File: config.mk
export PLATFORM = sky130hd
export DESIGN_NAME = fetch_unit
export DESIGN_NICKNAME = d
export VERILOG_FILES = /design/src/rtl/fetch_unit.sv
export SDC_FILE = /design/constraint.sdc
export NUM_CORES = 1
export LEC_CHECK = 0
export BUFFER_PORTS_ARGS = -buffer_cell sky130_fd_sc_hd__buf_2
export CORE_UTILIZATION = 48
export DETAILED_ROUTE_END_ITERATION = 7
export PLACE_DENSITY = 0.79
export SLEW_MARGIN = 20
export SYNTH_ARGS = -nofsm -noshare
export SYNTH_HDL_FRONTEND = slang
export SYNTH_SLANG_ARGS = --single-unit
File: constraint.sdc
create_clock -name clk -period 3.2 [get_ports clk]
set_input_delay 0.64 -clock clk [delete_from_list [all_inputs] [get_ports clk]]
set_output_delay 0.64 -clock clk [all_outputs]
set_load 0.05 [all_outputs]
File: src/rtl/fetch_unit.sv
`timescale 1ns/1ps
// fetch_unit -- fetch stage of the SEQ Y86-64 datapath.
//
// Holds the architectural PC and reads the current instruction one byte per
// memory handshake. It splits the bytes into icode/ifun/rA/rB/valC and
// computes the fall-through address valP.
//
// Optional feature macro: FETCH_INVALID_TRAP_EN. When it is defined, an
// illegal icode (C-F) also sets the sticky halted flag.
//
// Ports:
//   clk, rst            clock and synchronous active-high reset
//   start               begin a fetch at PC (IDLE only, ignored when halted)
//   pc_load, next_pc    load PC from pc_update (IDLE and DONE only)
//   mem_req, mem_addr   byte read request and address (PC + byte index)
//   mem_data, mem_ack   read byte and acceptance strobe
//   mem_err             out-of-range fault, qualified by mem_ack
//   out_valid           decoded fields below are valid
//   pc                  current PC
//   icode, ifun, rA, rB decoded instruction fields
//   valC, valP          constant word and fall-through address
//   imem_error          memory fault during this fetch
//   instr_valid         icode is legal
//   halted              sticky halt/fault flag, cleared only by rst
//
// The first request is raised one cycle after start is taken, so with ack
// always high out_valid rises L+1 cycles after the start edge.
module fetch_unit #(
    parameter logic [63:0] RESET_PC = 64'h0
) (
    input  logic        clk,
    input  logic        rst,
    input  logic        start,
    input  logic        pc_load,
    input  logic [63:0] next_pc,
    output logic        mem_req,
    output logic [63:0] mem_addr,
    input  logic [7:0]  mem_data,
    input  logic        mem_ack,
    input  logic        mem_err,
    output logic        out_valid,
    output logic [63:0] pc,
    output logic [3:0]  icode,
    output logic [3:0]  ifun,
    output logic [3:0]  rA,
    output logic [3:0]  rB,
    output logic [63:0] valC,
    output logic [63:0] valP,
    output logic        imem_error,
    output logic        instr_valid,
    output logic        halted
);

    typedef enum logic [2:0] {IDLE, BYTE0, REGS, CONST, DONE} state_t;

    state_t      state, state_d;
    logic [3:0]  idx, idx_d;     // byte index within the instruction
    logic [3:0]  len, len_d;     // instruction length L
    logic [63:0] pc_d, mem_addr_d, valC_d, valP_d;
    logic [3:0]  icode_d, ifun_d, rA_d, rB_d;
    logic        mem_req_d, out_valid_d, imem_error_d, instr_valid_d, halted_d;
    logic        last_byte;

    // Instruction length from icode; illegal codes C-F behave as 1 byte.
    function automatic logic [3:0] instr_len(input logic [3:0] ic);
        case (ic)
            4'h2, 4'h6, 4'hA, 4'hB: instr_len = 4'd2;
            4'h3, 4'h4, 4'h5:       instr_len = 4'd10;
            4'h7, 4'h8:             instr_len = 4'd9;
            default:                instr_len = 4'd1;
        endcase
    endfunction

    // NOTE: every signal gets its hold value first, so no path leaves one unassigned and no latch is inferred.
    always_comb begin
        state_d       = state;
        idx_d         = idx;
        len_d         = len;
        pc_d          = pc;
        mem_req_d     = mem_req;
        mem_addr_d    = mem_addr;
        out_valid_d   = out_valid;
        icode_d       = icode;
        ifun_d        = ifun;
        rA_d          = rA;
        rB_d          = rB;
        valC_d        = valC;
        valP_d        = valP;
        imem_error_d  = imem_error;
        instr_valid_d = instr_valid;
        halted_d      = halted;
        last_byte     = 1'b0;

        unique case (state)
            IDLE: begin
                if (pc_load) pc_d = next_pc;
                if (start && !halted) begin
                    // Fields absent from the instruction must read as F/F/0.
                    state_d       = BYTE0;
                    idx_d         = 4'd0;
                    icode_d       = 4'h0;
                    ifun_d        = 4'h0;
                    rA_d          = 4'hF;
                    rB_d          = 4'hF;
                    valC_d        = 64'h0;
                    valP_d        = 64'h0;
                    imem_error_d  = 1'b0;
                    instr_valid_d = 1'b0;
                end
            end

            BYTE0, REGS, CONST: begin
                if (!mem_req) begin
                    // First cycle of a fetch: launch the request for byte 0.
                    mem_req_d  = 1'b1;
                    mem_addr_d = pc + {60'd0, idx};
                end else if (mem_ack) begin
                    if (mem_err) begin
                        state_d      = DONE;
                        mem_req_d    = 1'b0;
                        out_valid_d  = 1'b1;
                        imem_error_d = 1'b1;
                        halted_d     = 1'b1;
                        valP_d       = pc;
                    end else begin
                        idx_d = idx + 4'd1;
                        if (state == BYTE0) begin
                            icode_d       = mem_data[7:4];
                            ifun_d        = mem_data[3:0];
                            len_d         = instr_len(mem_data[7:4]);
                            instr_valid_d = (mem_data[7:4] <= 4'hB);
                            if (len_d == 4'd1)      last_byte = 1'b1;
                            else if (len_d == 4'd9) state_d   = CONST;
                            else                    state_d   = REGS;
                        end else if (state == REGS) begin
                            rA_d = mem_data[7:4];
                            rB_d = mem_data[3:0];
                            if (len == 4'd10) state_d   = CONST;
                            else              last_byte = 1'b1;
                        end else begin
                            // Little-endian: shifting each byte in from the top
                            // leaves the first byte in valC[7:0] after eight.
                            valC_d = {mem_data, valC[63:8]};
                            if (idx == len - 4'd1) last_byte = 1'b1;
                        end

                        if (last_byte) begin
                            state_d     = DONE;
                            mem_req_d   = 1'b0;
                            out_valid_d = 1'b1;
                            valP_d      = pc + {60'd0, len_d};
                            if (icode_d == 4'h0) halted_d = 1'b1;
`ifdef FETCH_INVALID_TRAP_EN
                            if (icode_d >= 4'hC) halted_d = 1'b1;
`endif
                        end else begin
                            mem_addr_d = pc + {60'd0, idx_d};
                        end
                    end
                end
            end

            DONE: begin
                if (pc_load) begin
                    pc_d        = next_pc;
                    out_valid_d = 1'b0;
                    state_d     = IDLE;
                end
            end

            default: state_d = IDLE;
        endcase
    end

    // NOTE: sequential state uses non-blocking assignments so every register samples pre-edge values.
    always_ff @(posedge clk) begin
        if (rst) begin
            state       <= IDLE;
            idx         <= 4'd0;
            len         <= 4'd1;
            pc          <= RESET_PC;
            mem_req     <= 1'b0;
            mem_addr    <= 64'h0;
            out_valid   <= 1'b0;
            icode       <= 4'h0;
            ifun        <= 4'h0;
            rA          <= 4'hF;
            rB          <= 4'hF;
            valC        <= 64'h0;
            valP        <= 64'h0;
            imem_error  <= 1'b0;
            instr_valid <= 1'b0;
            halted      <= 1'b0;
        end else begin
            state       <= state_d;
            idx         <= idx_d;
            len         <= len_d;
            pc          <= pc_d;
            mem_req     <= mem_req_d;
            mem_addr    <= mem_addr_d;
            out_valid   <= out_valid_d;
            icode       <= icode_d;
            ifun        <= ifun_d;
            rA          <= rA_d;
            rB          <= rB_d;
            valC        <= valC_d;
            valP        <= valP_d;
            imem_error  <= imem_error_d;
            instr_valid <= instr_valid_d;
            halted      <= halted_d;
        end
    end

endmodule

# After elaboration in Yosys (flattened, before gate mapping)
# Memory sizes are Yosys's and may differ from the RTL's.
# Cells that the tools add are included.
# word_totals
register_bits,288
latch_bits,0
ramBits,0
rom_bits,48
input_bits,78
out_inout_bits,277
mem_count,1
# mem_list
memory,words,width,rd,rd_clocked_by_memory_dff,write_ports,line_no,text
(name not given),16,3,1,0,0,66,case (ic)
# classes
n_addsub,5
n_mul,0
n_div,0
order_cmp,1
n_eq_ne,25
shift,0
n_mux,102
bitwise_logic,1
reduce_logical,22
# op_table
cell,count
64-bit 2-to-1 mux,14
64-bit case mux with 2 select lines,2
64-bit by 4-bit adder with 64-bit output,3
4-bit 2-to-1 mux,37
4-bit case mux with 2 select lines,5
1-bit 2-to-1 mux,30
3-bit 2-to-1 mux,10
5-bit AND reduction,5
"2-bit != test, second input constant",12
7-bit AND reduction,3
"5-bit != test, second input constant",3
3-bit case mux with 3 select lines,1
"4-bit equality test, second input constant",2
4-bit AND reduction,2
2-bit nonzero test,4
"3-bit by 2-bit equality test with 1-bit output, second input constant",2
1-bit case mux with 2 select lines,3
6-bit AND reduction,1
"4-bit by 1-bit adder with 4-bit output, second input constant",1
"4-bit by 1-bit equality test with 1-bit output, second input constant",1
4-bit equality test,1
"4-bit less-or-equal comparator, second input constant",1
4-bit logical NOT,1
"4-bit by 1-bit subtractor with 4-bit output, second input constant",1
11 further kinds,11

# Depth between registers and ports, before layout
# logic_depth
ltp_word,18
ltp_mapped,15
mapped_depth_nobuf,13

# Worst setup path before layout
# Ideal clock, no wire load.
# synth_timing
path_kind,input -> register
startpoint,input port mem_data[7]
endpoint,register valP[42]
setup_time_ns,0.119
arrival_ns,3.090
required_time_ns,3.081
setup_slack_ns,-0.009
stages,14
n_path_buf,1
path_cell_list,clkbuf_1 -> nand2b_1 -> a21oi_1 -> a21oi_1 -> nor2_1 -> a21oi_1 -> ha_1 -> fa_1 -> nand3_1 -> a2111oi_1 -> nand3_1 -> nor3_1 -> xnor2_1 -> o2bb2ai_1
# synth_via
elab_chain_cells,17
# synth_lines
element,line_no,text
from (decl),38,"input logic [7:0] mem_data,"
memory read 16 x 3 bit (*),-,
4-bit 2-to-1 mux (*),127,if (state == BYTE0) begin
4-bit 2-to-1 mux (*),118,if (mem_err) begin
4-bit 2-to-1 mux (*),117,end else if (mem_ack) begin
4-bit 2-to-1 mux (*),113,if (!mem_req) begin
4-bit 2-to-1 mux (*),94,unique case (state)
4-bit 2-to-1 mux,127,
4-bit 2-to-1 mux,118,
4-bit 2-to-1 mux,117,
4-bit 2-to-1 mux,113,
4-bit 2-to-1 mux,94,
64-bit by 4-bit adder with 64-bit output,151,"valP_d = pc + {60'd0, len_d};"
64-bit 2-to-1 mux,147,if (last_byte) begin
64-bit 2-to-1 mux,118,
64-bit 2-to-1 mux,117,
64-bit 2-to-1 mux,113,
64-bit case mux with 2 select lines,94,
to (signal assigned),207,valP <= valP_d;
to (decl),48,"output logic [63:0] valP,"
# Mark *: on every way between the ends. The rest lies on a longest branch, timed or not. The select of a mux whose other input is x is not followed.
# A chain may end at the register's enable or synchronous reset.

# Worst setup path in the final report
# layout_timing
startpoint,register idx[1]
endpoint,register mem_addr[56]
# layout_via
elab_chain_cells,10
# layout_lines
element,line_no,text
from (decl),57,"logic [3:0] idx, idx_d;"
from (signal assigned),196,idx <= idx_d;
"parallel branches: the longest is 10 deep, another holds 64-bit by 4-bit adder with 64-bit output",-,
to (signal assigned),200,mem_addr <= mem_addr_d;
to (decl),37,"output logic [63:0] mem_addr,"
# Parallel ways; which one is timed is not known. The select of a mux whose other input is x is not followed.

==> metrics.cfg <==
[synthesis]
synth_cell_types=61
yosysWarnings=0
async_flop_share_pct=0
ys_seq_elements=288
syn-num-nets=1680
ys.flop_type=dfxtp_1
syn_area_per_cell_um2=8.25
synthCells=1588
ys_seq_area_share_pct=44.0
synth-edff-count=0
netlist_area_um2=13100

[finish]
multi_input_area_um2=6710
final_cell_mix=buf_2 (353), dfxtp_1 (287), nand2_1 (249)
fillCellCount=2357
drive_above_1_share_pct=26.7
final_common_cell=buf_2
nets=1985
area_growth_pct=25.8
final_core_util_pct=61.3
antenna_cells=0
regArea_um2=5770

[critical_path]
worstPathCellList=ha_1, nand2_1, xnor2_1, ha_1, nand3_1, a2111oi_4, buf_4, nand4_1, nor2_1, xnor2_1, a211oi_1
cp.required_ns=3.67
cp_max_fo=10
cp-start-kind=flop
crit_type=reg2reg
cp.arrival_ns=3.46
cp_slowest_cell=dfxtp_1
startpoint=idx[1]
worst_r2r_startpoint=idx[1]
critPathCaptureType=flop
max_stage_delay_ns=0.42

[die]
start_util_pct=48.7
die_area_um2=28000
io_pins=355
core_area_um2=26900
rows=60
die_w_um=167
die_h_um=167

[clock_network]
cts-root-buf=clkbuf_16
cts_tree=built
insertion_delay_ns=0.56
cts_inserted_buffers=31
clock-sinks=288
cts_hold_buffers=0
cts_resized=0
cts_setup_buffers=0
clockBufferDepth=3
cts-htree-levels=1
clkSlewWorstSetupHoldPaths_ns=0.06

[place]
hpwlAfterDp_um=31000
pre_cts_ws_ns=-0.0986
portBuffers=354
gp_congestion=0.920

[route]
dr_wl_met3_um=3500
maxUsedRoutingLayer=met4
vias_per_cell=5.65
dr.pass1.iters=5
wl_per_cell_um=19.3
antenna_left=0
met1_length_um=17300
wl_um=43500
vias=12746
dr_wl_met2_um=20600
drtIter0Drc=829
drc=0

[power_and_ir_drop]
peakVddDrop_mv=0.457
finalPower_w=0.00971
power.leakage_nw=6.48
power.density_nw_per_um2=589

[global_routing]
grt_pass1_vias=12103
overflow=0
grt_pass1_wl_um=67900
grt_usage_pct=30.3
grt_max_degree=122
antenna_found_initial=0

[sta]
layout_min_cycle_time_ns=2.99
fin_ws_ns=0.207
setup_viol=0
fin_crit_sh_pct=93.5
hold_viol_final=0
rsz0062_at_grt=no
skew_ns=0.0151
fmax_mhz=334
max_slew_margin_pct=46.4
tightest_slew_ns=0.803
maxSlewViolCount=0

[min_path]
hold_path_class=in2reg
min_from=next_pc[6]

[job]
maxCapViolCount=0

[run_status]
status=completed

==> routing by layer <==
| metal | track usage, % | vias up |
|---|---|---|
| li1 | - | 6079 |
| met1 | 36.5 | 5955 |
| met2 | 51.7 | 573 |
| met3 | 6.24 | 139 |
| met4 | 14.2 | 0 |
| met5 | 0 | - |
==> power breakdown <==
group	internal (W)	switching, W	leakage [nW]
Clock	0.00253	0.00149	0.559
Sequential	0.00376	0.000197	2.34
Combinational	0.000459	0.00127	3.58
Total	0.00675	0.00296	6.48
==> kinds of logic (layout without fill, tap and decap cells) <==
family | Yosys count | in the layout | share of synthesized area [%]
XOR/XNOR | 134 | 134 | 8.96
AND/OR/NAND/NOR | 662 | 662 | 23.5
flip-flops | 288 | 288 | 44.0
multiplexers | 11 | 11 | 0.850
adder cells (fa/ha/maj) | 14 | 14 | 1.45
buffers and inverters | 162 | 489 | 5.10
AO/OA/AOI/OAI | 317 | 317 | 16.1
==> through the flow <==
stage	cells	TNS, ns	hold slack, ns	cell area, um2
2_1_floorplan	1588	0	0.478	13100
3_3_place_gp	2201	-0.0542	0.436	15300
3_5_place_dp	2201	-0.133	0.441	15300
4_1_cts	2256	0	0.299	16500
5_1_grt	2256	0	0.307	16500
6_report	2256	0	0.313	16500
==> worst max-delay path: cells and delay by family, from the launching register on <==
family          cells  cell delay (ns)
fa+ha+maj           2             0.58
buf+inv             1             0.26
flops               1             0.42
compound gates      2             0.55
xor+xnor            2             0.24
simple gates        4             0.84
==> area by class of cell <==
cell class,instances,share of cell area (%)
multi-input combinational,1138,40.7
inverter,13,0.296
sequential,288,35.0
clock buffer,41,5.48
tap,341,2.59
timing repair buffer,421,14.4
clock inverter,14,1.55
==> worst paths after layout <==
path	endpoint	slack, ns	depth (start not counted)
min reg2reg	valC[0]	0.45	2
min	pc[6]	0.31	3
max reg2reg	mem_addr[56]	0.21	11
max	mem_addr[56]	0.21	11
==> Yosys cell counts (38+ instances only) <==
master | instances | area [um2]
o2bb2ai_1 | 60 | 526
dfxtp_1 | 288 | 5770
nand4_1 | 43 | 269
nand3_1 | 95 | 475
a21oi_1 | 158 | 791
nand2_1 | 252 | 946
clkbuf_1 | 98 | 368
nor3_1 | 38 | 190
a211oi_1 | 59 | 443
nor2_1 | 157 | 589
xnor2_1 | 92 | 806
buf_2 | 39 | 195
xor2_1 | 42 | 368
==> registers in the layout (all words and copies together), names as in the netlist <==
name / flops
ifun: 4
mem_addr: 64
out_valid: 1
valP: 64
state: 3
imem_error: 1
pc: 64
icode: 4
valC: 64
instr_valid: 1
len: 4
halted: 1
rA: 4
rB: 4
idx: 4
mem_req: 1
Power figures use the tool's default switching activity.
